**src/rtl/kyber_pkg.sv**
```systemverilog
// Kyber shared constants, mode encodings and sequencer types.
package kyber_pkg;

  localparam int KYBER_Q    = 3329;
  localparam int KYBER_N    = 256;
  localparam int NTT_LAYERS = 7;

  localparam logic [1:0] MODE_NORMAL = 2'd0;
  localparam logic [1:0] MODE_DIV2   = 2'd1;

  typedef enum logic [1:0] {
    ST_IDLE,
    ST_ISSUE,
    ST_DRAIN,
    ST_FIN
  } ntt_state_t;

  typedef struct packed {
    logic       vld;
    logic [7:0] addr_a;
    logic [7:0] addr_b;
  } wb_t;

endpackage

```
**src/rtl/ntt_addr_gen.sv**
```systemverilog
// Butterfly operand addresses and twiddle index for one
// (layer, bf) point of the forward or inverse Kyber NTT.
module ntt_addr_gen
  import kyber_pkg::*;
(
  input  logic [2:0] layer,
  input  logic [6:0] bf,
  input  logic       inv,
  output logic [7:0] addr_a,
  output logic [7:0] addr_b,
  output logic [6:0] zeta_idx
);

  logic [2:0] s;
  logic [7:0] len;
  logic [7:0] g;
  logic [7:0] o;
  logic [7:0] base;
  logic [7:0] zf;
  logic [7:0] zi;

  always_comb begin
    s    = inv ? layer + 3'd1 : 3'd7 - layer;
    len  = 8'd1 << s;
    g    = {1'b0, bf} >> s;
    o    = {1'b0, bf} & (len - 8'd1);
    // shift of 8 at s=7 is fine: g is 0 there
    base = (g << ({1'b0, s} + 4'd1)) | o;
    zf   = (8'd1 << layer) + g;
    zi   = (8'd1 << (3'd7 - layer)) - 8'd1 - g;
    addr_a   = base;
    addr_b   = base + len;
    zeta_idx = inv ? zi[6:0] : zf[6:0];
  end

endmodule

```
**src/rtl/ntt_seq_ctrl.sv**
```systemverilog
// Kyber NTT/INTT sequencer: issues 7 x 128 butterflies,
// writes back after LAT cycles, drains between layers.
module ntt_seq_ctrl #(
  parameter int LAT   = 4,
  parameter int N_LOG = 8
) (
  input  logic             clk,
  input  logic             rst,
  input  logic             start,
  input  logic             inv,
  output logic             busy,
  output logic             done,
  output logic             rd_en,
  output logic [N_LOG-1:0] rd_addr_a,
  output logic [N_LOG-1:0] rd_addr_b,
  output logic [6:0]       zeta_idx,
  output logic [1:0]       bf_mode,
  output logic             wr_en,
  output logic [N_LOG-1:0] wr_addr_a,
  output logic [N_LOG-1:0] wr_addr_b
);
  import kyber_pkg::*;

  ntt_state_t state, nxt_state;
  logic [2:0] layer, nxt_layer;
  logic [6:0] bf, nxt_bf;
  logic       inv_q, nxt_inv;
  logic [3:0] cnt;
  logic       drain_end;
  logic       issue_n;
  logic       busy_n;
  logic [7:0] ga, gb;
  logic [6:0] gz;
  wb_t        dl [LAT];

  assign drain_end = cnt == 4'(LAT - 1);
  assign issue_n   = nxt_state == ST_ISSUE;
  assign busy_n    = issue_n || nxt_state == ST_DRAIN;

  // Outputs are registered from the next-state view
  always_comb begin
    nxt_state = state;
    nxt_layer = layer;
    nxt_bf    = bf;
    nxt_inv   = inv_q;
    unique case (state)
      ST_IDLE: begin
        if (start) begin
          nxt_state = ST_ISSUE;
          nxt_layer = 3'd0;
          nxt_bf    = 7'd0;
          nxt_inv   = inv;
        end
      end
      ST_ISSUE: begin
        nxt_bf = bf + 7'd1;
        if (bf == 7'd127) nxt_state = ST_DRAIN;
      end
      ST_DRAIN: begin
        if (drain_end) begin
          if (layer == 3'd6) begin
            nxt_state = ST_FIN;
          end else begin
            nxt_state = ST_ISSUE;
            nxt_layer = layer + 3'd1;
          end
        end
      end
      ST_FIN: nxt_state = ST_IDLE;
      default: nxt_state = ST_IDLE;
    endcase
  end

  ntt_addr_gen u_gen (
    .layer    (nxt_layer),
    .bf       (nxt_bf),
    .inv      (nxt_inv),
    .addr_a   (ga),
    .addr_b   (gb),
    .zeta_idx (gz)
  );

  always_ff @(posedge clk or posedge rst) begin
    if (rst) begin
      state     <= ST_IDLE;
      layer     <= '0;
      bf        <= '0;
      inv_q     <= 1'b0;
      cnt       <= '0;
      busy      <= 1'b0;
      done      <= 1'b0;
      rd_en     <= 1'b0;
      rd_addr_a <= '0;
      rd_addr_b <= '0;
      zeta_idx  <= '0;
      bf_mode   <= MODE_NORMAL;
    end else begin
      state     <= nxt_state;
      layer     <= nxt_layer;
      bf        <= nxt_bf;
      inv_q     <= nxt_inv;
      cnt       <= (state == ST_DRAIN) ? cnt + 4'd1 : 4'd0;
      busy      <= busy_n;
      done      <= nxt_state == ST_FIN;
      rd_en     <= issue_n;
      rd_addr_a <= issue_n ? ga : '0;
      rd_addr_b <= issue_n ? gb : '0;
      zeta_idx  <= issue_n ? gz : '0;
      bf_mode   <= (busy_n && nxt_inv) ? MODE_DIV2 : MODE_NORMAL;
    end
  end

  always_ff @(posedge clk or posedge rst) begin
    if (rst) begin
      for (int i = 0; i < LAT; i++) dl[i] <= '0;
    end else begin
      dl[0] <= '{vld: rd_en, addr_a: rd_addr_a, addr_b: rd_addr_b};
      for (int i = 1; i < LAT; i++) dl[i] <= dl[i-1];
    end
  end

  assign wr_en     = dl[LAT-1].vld;
  assign wr_addr_a = dl[LAT-1].addr_a;
  assign wr_addr_b = dl[LAT-1].addr_b;

endmodule
```
**config.mk**
```make
export PLATFORM = sky130hd
export DESIGN_NAME = ntt_seq_ctrl
export DESIGN_NICKNAME = d
export VERILOG_FILES = /design/src/rtl/kyber_pkg.sv /design/src/rtl/ntt_addr_gen.sv /design/src/rtl/ntt_seq_ctrl.sv
export SDC_FILE = /design/constraint.sdc
export NUM_CORES = 1
export LEC_CHECK = 0
export ABC_AREA = 1
export ABC_CLOCK_PERIOD_IN_PS = 5100
export BUFFER_PORTS_ARGS = -buffer_cell sky130_fd_sc_hd__buf_4
export CAP_MARGIN = 40
export CORE_ASPECT_RATIO = 0.5
export CORE_MARGIN = 5
export CORE_UTILIZATION = 40
export DETAILED_ROUTE_END_ITERATION = 10
export GPL_TIMING_DRIVEN = 0
export HOLD_SLACK_MARGIN = 0.12
export PLACE_DENSITY = 0.62
export SYNTH_ARGS = -nofsm -noshare
export SYNTH_HDL_FRONTEND = slang
export SYNTH_HIERARCHICAL = 1
export SYNTH_SLANG_ARGS = --single-unit
```
**constraint.sdc**
```tcl
create_clock -name clk -period 5.1 [get_ports clk]
set_input_delay 0.51 -clock clk [delete_from_list [all_inputs] [get_ports clk]]
set_output_delay 0.51 -clock clk [all_outputs]
set_load 0.05 [all_outputs]
```
* Yosys cells after proc, flatten, opt, wreduce, memory -nomap -nowiden
Cells that the tools add are included.
Storage, ports and cells: bits in registers 112, bits of input ports 4, output and inout bits 45, word-level logic and storage cells 74
Operators by class: add/subtract/negate cells 11, equality and inequality tests 9, shift-type cells 5, muxes and demuxes 20, bitwise gates (word level) 2, reduce and logical (&&, ||, !) cells 3
Operator list (number):
- two-way mux 7 bit | 3
- two-way mux 8 bit | 2
- case mux 7 bit (2 select lines) | 1
- left shift 1 x 3 -> 7 bit (first input constant) | 2
- two-way mux 3 bit | 4
- adder 8 bit | 1
- bitwise AND 7 x 8 -> 8 bit | 1
- == test 2 bit (second input constant) | 4
- two-way mux 2 bit | 4
- bitwise OR 8 bit | 1
- case mux 2 bit (4 select lines) | 1
- left shift 1 x 3 -> 8 bit (first input constant) | 1
- left shift 8 x 4 -> 8 bit | 1
- right shift 7 x 3 -> 8 bit | 1
- subtractor 8 x 1 -> 8 bit (second input constant) | 1
- adder 7 x 1 -> 7 bit (second input constant) | 1
- adder 7 bit | 1
- == test 7 bit (second input constant) | 1
- subtractor 7 x 1 -> 7 bit (second input constant) | 1
- subtractor 7 bit | 1
- adder 3 x 1 -> 3 bit (second input constant) | 2
- case mux 3 bit (2 select lines) | 1
- adder 3 x 1 -> 4 bit (second input constant) | 1
- adder 4 x 1 -> 4 bit (second input constant) | 1
- 9 further kinds | 12

* Depth between registers and ports, before layout
depth in word-level cells 12, gate-level depth with buffers 37, gate-level depth less buffers 34

* Modules after synthesis
Netlist, hierarchy kept.
Modules (own cells, without submodules):
- ntt_seq_ctrl | times used 1, cells an instance 286, area an instance 3652.3 um^2, seq. area each 2802.7 um^2
- ntt_addr_gen | times used 1, cells an instance 340, area an instance 1816.7 um^2, seq. area each 0.0 um^2

* Least setup slack after synthesis
OpenSTA, ideal clock, no wires.
kind flip-flop to flip-flop, start point register layer[0], end point register rd_addr_b[7], setup time 0.113 ns, arrival 4.140 ns, data required time 4.987 ns, setup slack 0.847 ns, stages on the path, launching flop included 36, path buffers 5, period minus slack after synthesis 4.253 ns, cells stage by stage dfrtp_1 -> inv_1 -> ha_1 -> nand2_1 -> nand3_1 -> nand2_1 -> nand2_1 -> nand2_1 -> inv_1 -> buf_2 -> inv_1 -> buf_2 -> buf_2 -> ha_1 -> inv_1 -> nand2_1 -> nand2_1 -> buf_6 -> nor2_1 -> ha_1 -> clkbuf_1 -> inv_1 -> o21ai_0 -> o21ai_1 -> nand2_1 -> ha_1 -> nand2_1 -> o21a_1 -> nand2_1 -> nand2_1 -> nand2_1 -> inv_1 -> nand3_1 -> nand2_1 -> nand2_1 -> inv_1
Between the ends: word-level cells in the longest chain between the ends 12, elaborated cells between the ends (all ways) 22, those cells by class 6 x add/sub; 2 x eq/ne; 3 x shift; 9 x mux; 2 x bitwise
RTL lines:
- start: declaration | RTL line ntt_seq_ctrl.sv:25 | logic [2:0] layer, nxt_layer;
- start signal: assignment | RTL line ntt_seq_ctrl.sv:99 | layer <= nxt_layer;
- adder 3 x 1 -> 3 bit or == test 3 bit (tied branches) | RTL line ntt_seq_ctrl.sv:65, ntt_seq_ctrl.sv:61
- two-way mux 3 bit | RTL line ntt_seq_ctrl.sv:61 | if (layer == 3'd6) begin
- two-way mux 3 bit | RTL line ntt_seq_ctrl.sv:60 | if (drain_end) begin
- case mux 3 bit (2 select lines) (*) | RTL line ntt_seq_ctrl.sv:46 | unique case (state)
- via nxt_layer[0] | RTL line ntt_seq_ctrl.sv:25
- subtractor 3 bit or adder 3 x 1 -> 3 bit (tied branches) | RTL line ntt_addr_gen.sv:23 | s = inv ? layer + 3'd1 : 3'd7 - layer;
- two-way mux 3 bit (*) | RTL line ntt_addr_gen.sv:23
- left shift 1 x 3 -> 8 bit | RTL line ntt_addr_gen.sv:24 | len = 8'd1 << s;
- subtractor 8 x 1 -> 8 bit | RTL line ntt_addr_gen.sv:26 | o = {1'b0, bf} & (len - 8'd1);
- bitwise AND 7 x 8 -> 8 bit | RTL line ntt_addr_gen.sv:26
- bitwise OR 8 bit (*) | RTL line ntt_addr_gen.sv:28 | base = (g << ({1'b0, s} + 4'd1)) | o;
- via ga[5] | RTL line ntt_seq_ctrl.sv:32 | logic [7:0] ga, gb;
- adder 8 bit (*) | RTL line ntt_addr_gen.sv:32 | addr_b = base + len;
- via gb[7] | RTL line ntt_seq_ctrl.sv:32
- two-way mux 8 bit (*) | RTL line ntt_seq_ctrl.sv:107 | rd_addr_b <= issue_n ? gb : '0;
- end signal: assignment | RTL line ntt_seq_ctrl.sv:107
- end: declaration | RTL line ntt_seq_ctrl.sv:15 | output logic [N_LOG-1:0] rd_addr_b,
The timed path passes the listed nets; every way through them passes the cells marked *.

* Worst setup path in the final report
Ends and elaborated chain as after synthesis.

==> metrics.yaml <==
run_status:
  status: "completed"
placed_design:
  dp_cells: 850
  io_buffers: 47
  place_congestion: 0.9207
  hpwlAfterDp_um: 7857
yosys:
  synth.top_cell.area_share_pct: 51.25
  synth_seq_area_share_pct: 51.25
  synth_edf_count: 0
  synth_commonest_cells: "183 x nand2_1, 112 x dfrtp_1, 81 x inv_1"
  avgSynthCellArea_sq_um: 8.736
  synth.ff_latch_count: 112
  syn-cell-area_sq_um: 5469
  synthTopCellsByArea: "dfrtp_1 51%, nand2_1 13%, ha_1 8.0%, inv_1 5.6%, nand3_1 5.3%"
  ys.warnings.count: 6
  yosys_most_used_dff: "dfrtp_1"
  yosys.area.top_type: "dfrtp_1"
  yosysUniqueCellTypes: 34
  syn_inst: 626
  async_flop_share_pct: 100.0
  synth.most_common_cell: "nand2_1"
  synth_fp_nets: 668
routing:
  wirelength_um: 10780
  avgRoutedWirePerCell_um: 12.43
  drt-vias-per-instance: 4.589
  drcViolationCount: 0
  drt_iter0_markers: 307
  vias: 3979
  ant_nets: 0
  drt_first_pass_iters: 5
layout:
  insertedDiodeCount: 0
  fin_util_pct: 47.95
  drive_gt1_share_pct: 17.66
  fin_nets: 728
  area_growth_pct: 18.14
  final_cells: 867
  fill_cells: 1275
floorplanning:
  die_h_um: 92.68
  fp.dieW_um: 175.4
  rows: 30
  dieArea_sq_um: 16250
  design.core.area_sq_um: 13480
  num_io_pins: 49
  initial_core_util_pct: 40.58
sta:
  maxSlewHeadroom_pct: 57.64
  fmax_mhz: 214.9
  setup_viol: 0
  rsz0062_at_grt: "no"
  drv_slew: 0
  finalClockSkew_ns: 0.01005
  hold_violations: 0
  fin_crit_sh_pct: 91.24
  setup_tns_ns: 0
  period_needed_ns: 4.653
  worst_slew_pin_slew_ns: 0.6354
global_route:
  antenna_found_initial: 0
  grt_pass1_wl_um: 18440
  grt_usage_pct: 14.03
  overflow: 0
  grt_max_degree: 64
  grt_pass1_vias: 3782
setup_path:
  end_kind: "flip-flop"
  r2r_end: "rd_addr_b[7]"
  crit_type: "reg -> reg"
  cp.arrival_ns: 4.94
  crit_path_frequent_cell: "nand2_1"
  rr_startpoint: "layer[0]"
  critPathMaxStageDelay_ns: 0.39
  critPathRequiredTime_ns: 5.39
  reg2reg_depth: 34
  regToRegSetupSlack_ns: 0.45
  crit_fanout: 11
  crit_start: "layer[0]"
  cp_slowest_cell: "dfrtp_1"
  critPathLaunchType: "flip-flop"
power_and_ir_drop:
  total_power_uw: 4145
  seq_power_share_pct: 31.1
  netSwitchingFraction_pct: 45.48
  internal-power_uw: 2260
  p_switching_uw: 1885
  p_per_area_nw_per_um2: 641.5
  p_comb_share_pct: 51.0
  pwr-share-clk_pct: 18.0
  p_leak_uw: 0.003547
  ir_drop_mv: 0.2210
cts:
  cts_buffers: 9
  cts_max_path_buffers: 2
  clock_sinks: 112
  root_buffer: "clkbuf_16"
  htreeDepth: 3
  cts_tree: "done"
  clk_pin_slew_worst_paths_ns: 0.08
  clock_latency_ns: 0.35
run:
  maxCapViolCount: 0
min_path:
  min_path_type: "in -> async"
==> worst max path at each step <==
stage / to / slack, ns / cells past startpoint
floorplan: rd_addr_b[7] / 0.85 / 35
global placement: rd_addr_b[7] / -0.03 / 32
detailed placement: rd_addr_b[7] / -0.05 / 32
CTS: rd_addr_b[7] / 0.06 / 35
global route: rd_addr_b[7] / 0.01 / 36
finish: rd_addr_b[7] / 0.45 / 34
==> cell usage in the layout, fill, tap and decap left out, types with 2 or more instances in the layout <==
master     count
a21oi_1       19
and2_1         2
buf_4         68
buf_6          2
clkbuf_1       4
clkbuf_16      9
clkbuf_4       2
dfrtp_1      112
fa_1           3
ha_1          32
ha_4           2
inv_1         79
inv_2          7
inv_4          2
inv_6          2
inv_8          2
nand2_1      182
nand2_2        4
nand3_1       58
nand4_1        3
nor2_1        33
nor2_2         3
nor2_4         4
o21ai_0       19
o21ai_1        4
o21ai_2        5
o22ai_1        3
xnor2_1        3
xor2_1         7
==> kinds of logic (layout without fill, tap and decap cells) <==
| kind of cell | after synthesis | count (layout) | share of synthesized area (%) |
|---|---|---|---|
| other | 1 | 1 | 0.06857 |
| buffers and inverters | 117 | 182 | 9.723 |
| AND/OR/NAND/NOR | 291 | 291 | 22.24 |
| XOR/XNOR | 10 | 10 | 1.602 |
| flip-flops | 112 | 112 | 51.25 |
| adder cells (fa/ha/maj) | 38 | 38 | 9.106 |
| AO/OA/AOI/OAI | 57 | 57 | 6.017 |
==> final cells by class <==
cell class	instances	area [sq um]	area share [%]
Multi-Input combinational cell	397	2190	33.89
Tap cell	176	220.2	3.408
Timing Repair Buffer	50	395.4	6.119
Sequential cell	112	2803	43.38
Buffer	28	200.2	3.098
Clock buffer	9	225.2	3.486
Inverter	88	335.3	5.190
Clock inverter	7	92.59	1.433
==> per-layer routing <==
metal	track usage [%]	vias to the layer above	routed length [um]	share of wire (%)
met5	0	-	0	0
met4	4.311	0	85	0.79
met3	2.936	7	471	4.4
met2	22.18	73	4861	45
met1	19.52	1836	5361	50
li1	-	2063	-	-
==> metrics by stage <==
| step | cell area, sq um | hold WS (ns) | setup slack, ns |
|---|---|---|---|
| 2_1_floorplan | 5469 | 0.3312 | 0.8471 |
| 3_3_place_gp | 6042 | 0.3312 | -0.02505 |
| 3_5_place_dp | 6072 | 0.3347 | -0.04654 |
| 4_1_cts | 6390 | 0.2718 | 0.06471 |
| 5_1_grt | 6461 | 0.3158 | 0.01427 |
| 6_report | 6461 | 0.2509 | 0.4468 |
==> power groups by stage <==
stage | logic (uW) | registers, uW | clock network, uW
after floorplan | 1240 | 1580 | 0
after global placement | 2000 | 1300 | 0
after detailed placement | 2020 | 1310 | 0
after CTS | 2030 | 1290 | 769
after global routing | 2340 | 1330 | 806
final | 2110 | 1290 | 744
==> registers in the layout (all words and copies together), names as in the netlist <==
register,cells
bf,7
bf_mode,1
busy,1
cnt,4
dl,51
done,1
inv_q,1
layer,3
rd_addr_a,8
rd_addr_b,8
rd_en,1
state,2
wr_addr_a,8
wr_addr_b,8
wr_en,1
zeta_idx,7
==> what timing repair did <==
item | CTS | global route
endpoints found under the setup margin | 0 | 5
endpoints found under the hold margin | 0 | 0
hold buffers | 0 | 0
buffers inserted | 0 | 2
resized for setup | 0 | 15
==> critical path, delay by kind of cell, from the launching register on <==
kind	cells	cell delay [ns]
AO/OA/AOI/OAI	2	0.41
adder cells (fa/ha/maj)	4	1.02
buffers and inverters	10	1.08
flip-flops	1	0.39
AND/OR/NAND/NOR	18	1.67
Power figures use the tool's default switching activity.
